$ cat src/rtl/alu_op_scheduler.sv
// Round-robin scheduler that shares one floating-point ALU between NUM_REQ requesters.
// Optional WAIT-state watchdog enabled by defining ALU_SCHED_TIMEOUT_EN.
module alu_op_scheduler #(
  parameter int NUM_REQ        = 2,
  parameter int TIMEOUT_CYCLES = 64
) (
  input  logic                   clk,
  input  logic                   rst_n,
  input  logic [NUM_REQ-1:0]     req_valid,
  output logic [NUM_REQ-1:0]     req_ready,
  input  logic [32*NUM_REQ-1:0]  req_op_a,
  input  logic [32*NUM_REQ-1:0]  req_op_b,
  input  logic [3*NUM_REQ-1:0]   req_op_code,
  input  logic [NUM_REQ-1:0]     req_mode_fp,
  output logic                   rsp_valid,
  input  logic                   rsp_ready,
  output logic [1:0]             rsp_id,
  output logic [31:0]            rsp_result,
  output logic [4:0]             rsp_flags,
  output logic                   rsp_timeout,
  output logic                   busy,
  output logic [31:0]            alu_op_a,
  output logic [31:0]            alu_op_b,
  output logic [2:0]             alu_op_code,
  output logic                   alu_mode_fp,
  output logic                   alu_start,
  input  logic [31:0]            alu_result,
  input  logic                   alu_valid_out,
  input  logic [4:0]             alu_flags
);

  if (NUM_REQ < 2 || NUM_REQ > 4 || TIMEOUT_CYCLES < 1) begin : g_param_check
    $error("alu_op_scheduler: NUM_REQ must be 2..4 and TIMEOUT_CYCLES >= 1");
  end

  typedef enum logic [1:0] {
    S_IDLE,
    S_ISSUE,
    S_WAIT,
    S_RESP
  } state_t;

  localparam logic [4:0] FLAGS_INVALID = 5'b10000;

  state_t      state, state_next;
  logic [1:0]  rr_ptr;
  logic [1:0]  grant_id;
  logic        grant_valid;
  logic        accept;
  logic        to_expire;
  logic [31:0] raw_a, raw_b, sel_a, sel_b;
  logic [2:0]  sel_code;
  logic        sel_mode;

  // Scan from the RR pointer downwards in priority so the nearest requester wins.
  // NOTE: every combinational output gets a default first so no path infers a latch.
  always_comb begin
    grant_valid = 1'b0;
    grant_id    = 2'd0;
    for (int k = NUM_REQ - 1; k >= 0; k--) begin
      if (req_valid[(int'(rr_ptr) + k) % NUM_REQ]) begin
        grant_valid = 1'b1;
        grant_id    = 2'((int'(rr_ptr) + k) % NUM_REQ);
      end
    end
  end

  assign accept   = (state == S_IDLE) && grant_valid;
  assign raw_a    = req_op_a[32*int'(grant_id) +: 32];
  assign raw_b    = req_op_b[32*int'(grant_id) +: 32];
  assign sel_code = req_op_code[3*int'(grant_id) +: 3];
  assign sel_mode = req_mode_fp[int'(grant_id)];
  // HP16 operands only carry 16 meaningful bits; clear the upper half.
  assign sel_a    = sel_mode ? raw_a : {16'h0000, raw_a[15:0]};
  assign sel_b    = sel_mode ? raw_b : {16'h0000, raw_b[15:0]};

  always_comb begin
    req_ready = '0;
    if (accept && rst_n) req_ready[int'(grant_id)] = 1'b1;
  end

`ifdef ALU_SCHED_TIMEOUT_EN
  localparam int TO_W = $clog2(TIMEOUT_CYCLES + 1);
  logic [TO_W-1:0] to_cnt;

  always_ff @(posedge clk or negedge rst_n) begin
    if (!rst_n) begin
      to_cnt <= '0;
    end else if (state == S_ISSUE) begin
      to_cnt <= '0;
    end else if (state == S_WAIT) begin
      to_cnt <= to_cnt + TO_W'(1);
    end
  end

  // Expiry fires on the WAIT cycle whose increment brings the count to TIMEOUT_CYCLES.
  assign to_expire = (state == S_WAIT) && (to_cnt == TO_W'(TIMEOUT_CYCLES - 1));
`else
  assign to_expire = 1'b0;
`endif

  // NOTE: sequential state uses non-blocking assignments so every flop samples pre-edge values.
  always_ff @(posedge clk or negedge rst_n) begin
    if (!rst_n) state <= S_IDLE;
    else        state <= state_next;
  end

  always_comb begin
    state_next = state;
    alu_start  = 1'b0;
    rsp_valid  = 1'b0;
    busy       = 1'b1;
    case (state)
      S_IDLE: begin
        busy = 1'b0;
        if (accept) state_next = sel_code[2] ? S_RESP : S_ISSUE;
      end
      S_ISSUE: begin
        alu_start  = 1'b1;
        state_next = S_WAIT;
      end
      S_WAIT: begin
        if (alu_valid_out || to_expire) state_next = S_RESP;
      end
      S_RESP: begin
        rsp_valid = 1'b1;
        if (rsp_ready) state_next = S_IDLE;
      end
      default: state_next = S_IDLE;
    endcase
  end

  // Datapath registers; all outputs are required to read zero during reset.
  always_ff @(posedge clk or negedge rst_n) begin
    if (!rst_n) begin
      rr_ptr      <= 2'd0;
      rsp_id      <= 2'd0;
      alu_op_a    <= '0;
      alu_op_b    <= '0;
      alu_op_code <= '0;
      alu_mode_fp <= 1'b0;
      rsp_result  <= '0;
      rsp_flags   <= '0;
      rsp_timeout <= 1'b0;
    end else begin
      if (accept) begin
        rr_ptr      <= (grant_id == 2'(NUM_REQ - 1)) ? 2'd0 : grant_id + 2'd1;
        rsp_id      <= grant_id;
        alu_op_a    <= sel_a;
        alu_op_b    <= sel_b;
        alu_op_code <= sel_code;
        alu_mode_fp <= sel_mode;
        if (sel_code[2]) begin
          rsp_result  <= '0;
          rsp_flags   <= FLAGS_INVALID;
          rsp_timeout <= 1'b0;
        end
      end
      if (state == S_WAIT) begin
        if (alu_valid_out) begin
          rsp_result  <= alu_result;
          rsp_flags   <= alu_flags;
          rsp_timeout <= 1'b0;
        end else if (to_expire) begin
          rsp_result  <= '0;
          rsp_flags   <= FLAGS_INVALID;
          rsp_timeout <= 1'b1;
        end
      end
    end
  end

endmodule

$ cat config.mk
export PLATFORM = sky130hd
export DESIGN_NAME = alu_op_scheduler
export DESIGN_NICKNAME = d
export VERILOG_FILES = /design/src/rtl/alu_op_scheduler.sv
export SDC_FILE = /design/constraint.sdc
export NUM_CORES = 1
export LEC_CHECK = 0
export CORE_MARGIN = 4
export CORE_UTILIZATION = 34
export CTS_CLUSTER_SIZE = 12
export DETAILED_ROUTE_END_ITERATION = 8
export HOLD_SLACK_MARGIN = 0.05
export PLACE_DENSITY_LB_ADDON = 0.12
export SETUP_SLACK_MARGIN = 0.3
export SLEW_MARGIN = 20
export SYNTH_ARGS = -nofsm -noshare
export SYNTH_HDL_FRONTEND = slang
export SYNTH_SLANG_ARGS = --single-unit
$ cat constraint.sdc
create_clock -name clk -period 1.7 [get_ports clk]
set_input_delay 0.34 -clock clk [delete_from_list [all_inputs] [get_ports clk]]
set_output_delay 0.34 -clock clk [all_outputs]
set_load 0.01 [all_outputs]
Word-level counts from Yosys, hierarchy flattened

Index checks and enable logic that the tools add are counted.

Word-level logic and storage cells: 70
Bits in registers: 111

Multipliers: 1
Reductions and logical operators: 5
Bitwise gates (word level): 1
Shift-type cells: 3
Order comparisons: 4
Add/subtract/negate cells: 2
Multiplexer cells: 37
Equal/unequal tests: 7

Operators by type and width:

| kind                                                                          | number |
|---|---|
| 32-bit 2-to-1 mux                                                             | 6 |
| 64-bit by 8-bit indexed part select with 32-bit output                        | 2 |
| 5-bit 2-to-1 mux                                                              | 4 |
| 1-bit 2-to-1 mux                                                              | 18 |
| 2-bit 2-to-1 mux                                                              | 7 |
| 2-bit case mux with 4 select lines                                            | 1 |
| 2-bit inequality test (second input constant)                                 | 3 |
| 6-bit by 5-bit indexed part select with 3-bit output                          | 1 |
| 2-bit by 1-bit equality test with 1-bit output (second input constant)        | 2 |
| 2-bit equality test (second input constant)                                   | 2 |
| 2-bit by 2-bit multiplier with 4-bit output (first input constant)            | 1 |
| 1-bit logical AND                                                             | 3 |
| 2-bit by 3-bit less-than comparator with 1-bit output (second input constant) | 1 |
| 3-bit AND reduction                                                           | 1 |
| 1-bit adder (second input constant)                                           | 2 |
| 2-bit by 1-bit >= comparator with 1-bit output (second input constant)        | 1 |
| 2-bit logical NOT                                                             | 1 |
| 1-bit by 2-bit less-than comparator with 1-bit output (second input constant) | 1 |
| 2-bit less-than comparator (second input constant)                            | 1 |
| 1-bit AND (first input constant)                                              | 1 |
| 1-bit demux with 1-bit select                                                 | 1 |

Logic depth before layout (Yosys ltp)

Gate-level depths: netlist (run 1).

Depth after elaboration: 13
Depth in mapped cells: 7

Least setup slack after synthesis (run 1)

No wires, ideal clock.

Kind: register to output
From: register state[0]
To: output req_ready[1]
Path slack: -127 ps
Cell stages (with the launch flop): 7
Data arrival time: 1487 ps
Path through: dfrtp_1 > inv_1 > ha_1 > inv_1 > nor2_2 > buf_2 > and2_1

Cells in the longest elaborated chain, start to end: 4

RTL lines:

| what                     | line | source |
|---|---|---|
| start: declaration       | 45   | `state_t state, state_next;` |
| start signal: assignment | 105  | `else state <= state_next;` |
| 2-bit logical NOT        | 68   | `assign accept = (state == S_IDLE) && grant_valid;` |
| 1-bit logical AND        | 68   |  |
| 1-bit logical AND        | 79   | `if (accept && rst_n) req_ready[int'(grant_id)] = 1'b1;` |
| 2-bit 2-to-1 mux         | 79   |  |
| end: declaration         | 10   | `output logic [NUM_REQ-1:0] req_ready,` |

No other way between the ends.

Worst setup path after layout (run 1)

From: register state[1]
To: output req_ready[0]

The elaborated chain is that of the path after synthesis.

==> flow_summary.toml, run 1 <==
[yosys]
synth_area_leader_cell = "dfrtp_1"
yosys_warnings = 0
synth_area_mm2 = 0.00480
avgSynthCellArea_um2 = 10.5
async_reset_ff_share_pct = 100
synth_seq_cells = 110
ys.flop_type = "dfrtp_1"
synth_edf_count = 0
yosysSeqAreaShare_pct = 57.3
yosys.cell_types.count = 32
yosys-top-cells-area = "dfrtp_1 (57%), nand2_1 (8.6%), a221o_1 (7.1%)"
mappedNetlistNets = 641
synth_top_cell_area_share_pct = 57.3
synthCells = 457

[cells_and_area]
drive_gt1_share_pct = 14.9
seq_area_mm2 = 0.00275
multiInputGateArea_mm2 = 0.00215
fillerInstances = 1164
nets = 949
stdcell_count = 951
layout_common_cells = "clkdlybuf4s50_1 (175), dfrtp_1 (110), nand2_1 (109), dlygate4sd2_1 (106)"
layout.cells.most_common = "clkdlybuf4s50_1"
design_area_mm2 = 0.00874
area_delta_synth_final_pct = 81.8

[worst_setup_path]
startpoint_type = "register"
required_ns = 1.36
r2r-start = "state[1]"
crit_arrival_ns = 1.40
endpoint_kind = "primary output"
critPathMaxFanout = 3
crit_start = "state[1]"
critPathKind = "register to primary output"

[grt]
grt_usage_pct = 20.0
grt_pass1_wl_um = 25700
use_met3_pct = 6.78
antenna_found_initial = 2
busiest_layer = "met2"
grt_use_met1_pct = 23.7
use_met2_pct = 32.9
overflow = 0
grt_pass1_vias = 4905
grt_max_degree = 71

[floorplan]
row_count = 43
ios = 292
fp.dieArea_mm2 = 0.0161
core_region_area_mm2 = 0.0139
chipWidth_um = 127
die_y_um = 127
initial_utilization_pct = 34.6

[placed_design]
gp_congestion = 0.794
portBuffers = 290
dp.cells = 919
dpl-instance-area_mm2 = 0.00808
place_ws_ns = -0.590
place_hpwl_um = 11900

[pwr]
powerDensity_mw_per_mm2 = 1430
ir_drop_mv = 0.724
p_leak_nw = 4.17

[timing]
rsz0062_at_grt = "true"
holdWs_ns = 0.102
final.min_clock_period_ns = 1.74
fin_crit_sh_pct = 103
worst_slew_pin_slew_ns = 0.787
worst_slack_ns = -0.0433
hold_viol = 0
tns_ns = -0.0433
fmax_mhz = 574
slew_headroom_pct = 47.6
setup_viol = 1
final-max-slew-violation-count = 0
skew_ns = 0.00996

[route]
route.detailed.wl_per_inst_um = 18.0
drt-total-wl_um = 17100
first_pass_iters = 4
via_count = 4691
drc = 0
via_per_inst = 4.93
drt_iter0_drc = 219
ant_nets = 0

[clocking]
htree_levels = 3
tritoncts = "done"
clk_latency_ns = 0.34
cts_buffers = 9
cts-root-buf = "clkbuf_16"
cts.sinks = 110
cts_max_path_buffers = 2
clk_pin_slew_ns = 0.08

[run]
maxCapViolations = 0

[run_status]
run_status = "complete, but fails checks"
violations = "negative setup slack"

[min_path]
hold_class = "input pin to async pin"
-- area by class of cell --
type | count | share of cell area (%)
antenna | 1 | 0.0286
clock buffer | 12 | 2.82
clock inverter | 4 | 0.630
inverter | 4 | 0.172
multi-input combinational | 311 | 24.6
sequential | 110 | 31.5
tap | 180 | 2.58
timing repair buffer | 329 | 37.6
-- cell usage after synthesis (2+ instances only) --
cell        n
nand2_1   110
buf_2      11
o21ai_0    67
nand2b_1    3
ha_1        5
dfrtp_1   110
and2_0     21
a21oi_1     2
a21o_1      3
buf_4       4
clkbuf_1   15
mux2i_1    32
inv_1       4
clkbuf_2    2
a221o_1    34
nor2_1      3
and2_1     16
-- what timing repair did --
item,CTS,global route
buffers inserted,6,2
pin swaps,8,38
gates cloned,2,4
hold endpoints to repair,16,0
gates resized for setup,165,73
hold buffers,1,0
setup endpoints to repair,222,194
-- report_power, final --
group | switching [mW] | leakage, nW | internal, mW | total, mW
Combinational | 2.96 | 2.62 | 3.17 | 6.13
Clock | 0.952 | 0.143 | 1.19 | 2.15
Sequential | 0.557 | 1.40 | 3.68 | 4.24
Total | 4.47 | 4.17 | 8.05 | 12.5
-- state kept, by name (all words and copies together) (netlist names) --
signal,count
rsp_id,1
alu_op_code,3
alu_mode_fp,1
state,2
alu_op_a,32
rsp_timeout,1
alu_op_b,32
rr_ptr,1
rsp_result,32
rsp_flags,5
-- kinds of logic after synthesis --
family,count (synthesis),share of synthesized area [%]
simple gates,157,14.6
compound gates,116,16.6
flops,110,57.3
buf+inv,36,3.46
mux,32,6.67
fa+ha+maj,5,1.30
other cells,1,0.0781
-- worst max-delay path: stages, from the launching register on --
cell and delay, ns:
dfrtp_1 0.40, inv_2 0.08, ha_4 0.15, o21ai_4 0.07, a21oi_4 0.12, and2_4 0.15, buf_6 0.10
-- final timing paths --
path	to	slack (ns)	depth (start not counted)
max reg2reg	alu_op_a[11]	0.01	5
min reg2reg	alu_op_a[19]	0.47	2
max	req_ready[0]	-0.04	6
min	alu_op_a[0]	0.10	2
min in group clk	alu_op_a[19]	0.47	2
max in group asynchronous	rr_ptr[0]	0.70	3
-- per-stage QoR --
step | power [mW] | util, %
floorplan | 6.87 | -
global placement | 10.3 | 58.2
detailed placement | 10.4 | 58.2
CTS | 12.1 | 61.0
global route | 13.3 | 62.9
finish | 12.5 | 62.9
-- layer usage --
layer  share of wire, %  routed length [µm]
met3                9.2                1570
met4                3.6                 614
met1                 39                6630
met2                 48                8300
met5              0.076                  13
Note: power is estimated with default switching activity, not from simulation.
==> run 2, diff against run 1 <==
Settings changed: CORE_ASPECT_RATIO from default to 0.8.
==> flow_summary.toml, run 2 (synthesis gave the netlist of run 1 again) <==
[timing]
fin_crit_sh_pct = 104
final-max-slew-violation-count = 0
worst_slew_pin_slew_ns = 0.579
final.min_clock_period_ns = 1.76
slew_headroom_pct = 61.4
hold_viol = 0
setup_viol = 1
fmax_mhz = 567
rsz0062_at_grt = "true"
tns_ns = -0.0627
skew_ns = 0.00838
worst_slack_ns = -0.0627

[floorplan]
chipWidth_um = 141
fp.dieArea_mm2 = 0.0161
die_y_um = 114
initial_utilization_pct = 35.1
core_region_area_mm2 = 0.0137
row_count = 38
ios = 292

[clocking]
cts.sinks = 110
cts_max_path_buffers = 2
htree_levels = 3
clk_pin_slew_ns = 0.07
tritoncts = "done"
clk_latency_ns = 0.34
cts-root-buf = "clkbuf_16"
cts_buffers = 9

[route]
route.detailed.wl_per_inst_um = 18.3
via_count = 4695
via_per_inst = 4.89
drt_iter0_drc = 176
ant_nets = 0
drc = 0
first_pass_iters = 4
drt-total-wl_um = 17600

[worst_setup_path]
endpoint_kind = "primary output"
crit_start = "state[0]"
crit_arrival_ns = 1.42
startpoint_type = "register"
critPathKind = "register to primary output"
critPathMaxFanout = 3
r2r-start = "state[0]"
required_ns = 1.36

[grt]
overflow = 0
grt_max_degree = 110
grt_pass1_wl_um = 25000
grt_pass1_vias = 4772
grt_usage_pct = 19.5
antenna_found_initial = 0

[min_path]
hold_class = "input pin to async pin"

[pwr]
p_leak_nw = 4.15
totalPowerFinal_mw = 12.8
powerDensity_mw_per_mm2 = 1450
ir_drop_mv = 0.719

[placed_design]
gp_congestion = 0.815
dpl-instance-area_mm2 = 0.00803
portBuffers = 290
place_hpwl_um = 11500

[cells_and_area]
design_area_mm2 = 0.00884
antennaDiodeCount = 0
finalCoreUtilization_pct = 64.6
drive_gt1_share_pct = 12.9
area_delta_synth_final_pct = 84.0
nets = 959
layout.cells.most_common = "clkdlybuf4s50_1"
largest_registers = "alu_op_a: 32 flops, alu_op_b: 32 flops, rsp_result: 32 flops"
layout_common_cells = "clkdlybuf4s50_1 (175), dfrtp_1 (110), nand2_1 (109), dlygate4sd2_1 (78), a221o_1 (34)"

[run]
maxCapViolations = 0

[run_status]
run_status = "complete, but fails checks"
violations = "negative setup slack"
-- run 2: cell types whose count changed in the layout (fill, tap and decap cells not counted), moves of 3 or more --
cell             delta
dlygate4sd2_1      -28
o21ai_2            -27
o21ai_1            +29
buf_16              +3
clkdlybuf4s15_1    +28
-- run 2: final cells by class --
type / instances / area, µm²
inverters: 4 / 15.0
clock inverters: 6 / 68.8
repair buffers: 339 / 3500
multi-input cells: 311 / 2050
well taps: 180 / 225
clock buffers: 10 / 229
fillers: 1108 / 4850
flip-flops and latches: 110 / 2750
-- run 2: critical path, cell delays in order, from the launching register on --
cell and delay, ns:
dfrtp_1 0.40, inv_2 0.08, ha_4 0.16, o21ai_4 0.07, a21oi_4 0.12, and2_4 0.15
buf_6 0.10
-- run 2: power breakdown --
group | switching, mW | leakage [nW] | internal (mW) | total [mW]
combinational | 3.01 | 2.60 | 3.42 | 6.44
clock | 0.960 | 0.143 | 1.16 | 2.12
sequential | 0.585 | 1.40 | 3.68 | 4.27
-- run 2: routing by layer --
| layer | vias up | share of wire [%] | track usage, % |
|---|---|---|---|
| li1 | 2225 | - | - |
| met1 | 2208 | 39 | 23.1 |
| met2 | 230 | 51 | 33.9 |
| met3 | 32 | 8.5 | 6.60 |
| met4 | 0 | 2.3 | 5.94 |
| met5 | - | 0 | 0 |
-- run 2: final timing paths --
kind / endpoint / slack [ns] / cells past startpoint
worst min-delay path: alu_op_b[15] / 0.12 / 2
min in group clk: alu_mode_fp / 0.47 / 2
worst max register to register: rsp_flags[0] / 0.08 / 8
max in group asynchronous: alu_op_a[14] / 1.15 / 2
worst min register to register: alu_mode_fp / 0.47 / 2
worst max-delay path: req_ready[0] / -0.06 / 6
-- run 2: what timing repair did --
action	4_1_cts	5_1_grt
pin swaps	4	2
endpoints found under the hold margin	1	0
setup endpoints to repair	222	149
gates resized for setup	177	83
buffers inserted	6	9
gates cloned	4	8
hold buffers	1	0
-- run 2: metrics by stage --
| stage | std cells | hold WS [ns] | worst slack (ns) |
|---|---|---|---|
| CTS | 943 | 0.154 | -0.101 |
| global route | 960 | 0.170 | -0.148 |
| floorplan | 457 | 0.0444 | 0.184 |
| finish | 960 | 0.119 | -0.0627 |
| detailed placement | 916 | 0.153 | -0.613 |
| global placement | 916 | 0.154 | -0.613 |
==> run 3, diff against run 2 <==
Settings changed: CORE_UTILIZATION 34 to 25.
==> flow_summary.toml, run 3 (synthesis gave the netlist of run 1 again) <==
[clocking]
cts-root-buf = "clkbuf_16"
cts_max_path_buffers = 2
cts.sinks = 110
cts_buffers = 9
tritoncts = "done"
htree_levels = 3
clk_latency_ns = 0.35
clk_pin_slew_ns = 0.08

[cells_and_area]
design_area_mm2 = 0.00934
finalCoreUtilization_pct = 49.3
antennaDiodeCount = 0
largest_registers = "alu_op_a: 32 flops, alu_op_b: 32 flops, rsp_result: 32 flops"
layout_common_cells = "clkdlybuf4s50_1 (175), dfrtp_1 (110), nand2_1 (83), dlygate4sd2_1 (58), clkdlybuf4s15_1 (41)"
drive_gt1_share_pct = 18.5
area_delta_synth_final_pct = 94.3
layout.cells.most_common = "clkdlybuf4s50_1"
stdcell_count = 1048
nets = 969

[route]
drt_iter0_drc = 187
via_count = 4746
drt-total-wl_um = 18400
via_per_inst = 4.53
first_pass_iters = 4
route.detailed.wl_per_inst_um = 17.6
ant_nets = 0
drc = 0

[grt]
grt_pass1_vias = 5031
grt_usage_pct = 16.4
antenna_found_initial = 1
grt_max_degree = 71
overflow = 0
grt_pass1_wl_um = 28000

[run_status]
run_status = "complete, but fails checks"
violations = "negative setup slack"

[worst_setup_path]
cp_slowest_stage_delay_ns = 0.40
critPathKind = "register to primary output"
endpoint_kind = "primary output"
cp_cell_sequence = "inv_2 > ha_4 > o21ai_4 > a21oi_4 > and2_4 > buf_6"
crit_arrival_ns = 1.42
crit_start = "state[0]"
cp_num_buf_inv = 2
critPathMaxFanout = 3
r2r-start = "state[0]"
required_ns = 1.36
cpMaxStageDelayCell = "dfrtp_1"
startpoint_type = "register"
cp_top_family = "flip-flops"

[pwr]
p_leak_nw = 4.38
ir_drop_mv = 0.661
powerDensity_mw_per_mm2 = 1430

[floorplan]
fp.dieArea_mm2 = 0.0215
initial_utilization_pct = 25.4
chipWidth_um = 163
row_count = 45
core_region_area_mm2 = 0.0189
ios = 292
die_y_um = 132

[timing]
worst_slack_ns = -0.0601
worst_slew_pin_slew_ns = 0.791
hold_viol = 0
slew_headroom_pct = 47.2
skew_ns = 0.0100
rsz0062_at_grt = "true"
fin_crit_sh_pct = 104
setup_viol = 19
final.min_clock_period_ns = 1.76
final-max-slew-violation-count = 0
fmax_mhz = 568

[run]
maxCapViolations = 0

[placed_design]
gp_congestion = 0.790
place_hpwl_um = 12300
place_ws_ns = -0.603
dp.cells = 995
dpl-instance-area_mm2 = 0.00813
portBuffers = 290

[min_path]
hold_class = "input pin to async pin"
==> run 3: cell types whose count changed in the layout (fill, tap and decap cells not counted), sizes merged <==
| cell | change |
|---|---|
| dlygate4sd3 | +1 |
| dlygate4sd2 | -20 |
| clkbuf | -2 |
| clkinvlp | -1 |
| clkdlybuf4s15 | +11 |
| dlymetal6s2s | +7 |
| buf | +14 |
==> run 3: layer usage <==
metal	global-route usage, %	routed length (µm)	up-vias
met5	0	13	-
met4	4.24	359	2
met3	5.85	1680	25
met2	28.3	9230	205
met1	19.4	7150	2259
li1	-	-	2255
==> run 3: final cells by class <==
cell class | count | area [µm²]
Clock buffer | 11 | 243
Clock inverter | 5 | 65.1
Fill cell | 1718 | 9580
Inverter | 4 | 15.0
Multi-Input combinational cell | 311 | 2210
Sequential cell | 110 | 2750
Tap cell | 258 | 323
Timing Repair Buffer | 349 | 3730
==> run 3: final timing paths <==
| check | endpoint | slack [ns] | depth (start not counted) |
|---|---|---|---|
| max reg2reg | alu_op_b[10] | -0.02 | 5 |
| min in group clk | alu_op_b[19] | 0.47 | 2 |
| max in group asynchronous | alu_op_a[13] | 0.53 | 3 |
| min reg2reg | alu_op_b[19] | 0.47 | 2 |
| min | alu_op_b[17] | 0.11 | 2 |
| max | req_ready[0] | -0.06 | 6 |
==> run 3: power by group <==
group	total, mW	switching, mW	internal [mW]
logic	6.86	3.15	3.71
registers	4.29	0.606	3.68
clock network	2.20	0.994	1.20
total	13.3	4.75	8.60
==> run 3: metrics by stage <==
stage	total power [mW]	TNS (ns)	hold WS [ns]
6_report	13.3	-0.192	0.110
3_5_place_dp	10.4	-51.77	0.421
2_1_floorplan	6.87	0	0.0444
3_3_place_gp	10.3	-46.52	0.423
4_1_cts	13.2	-0.345	0.131
5_1_grt	14.2	-5.76	0.162
==> run 3: timing repair <==
item                       4_1_cts  5_1_grt
hold buffers                     2        0
gates cloned                    12        0
buffers inserted                20        3
hold endpoints to repair        14        0
setup endpoints to repair      222      179
gates resized for setup        224       93
pin swaps                       14       17
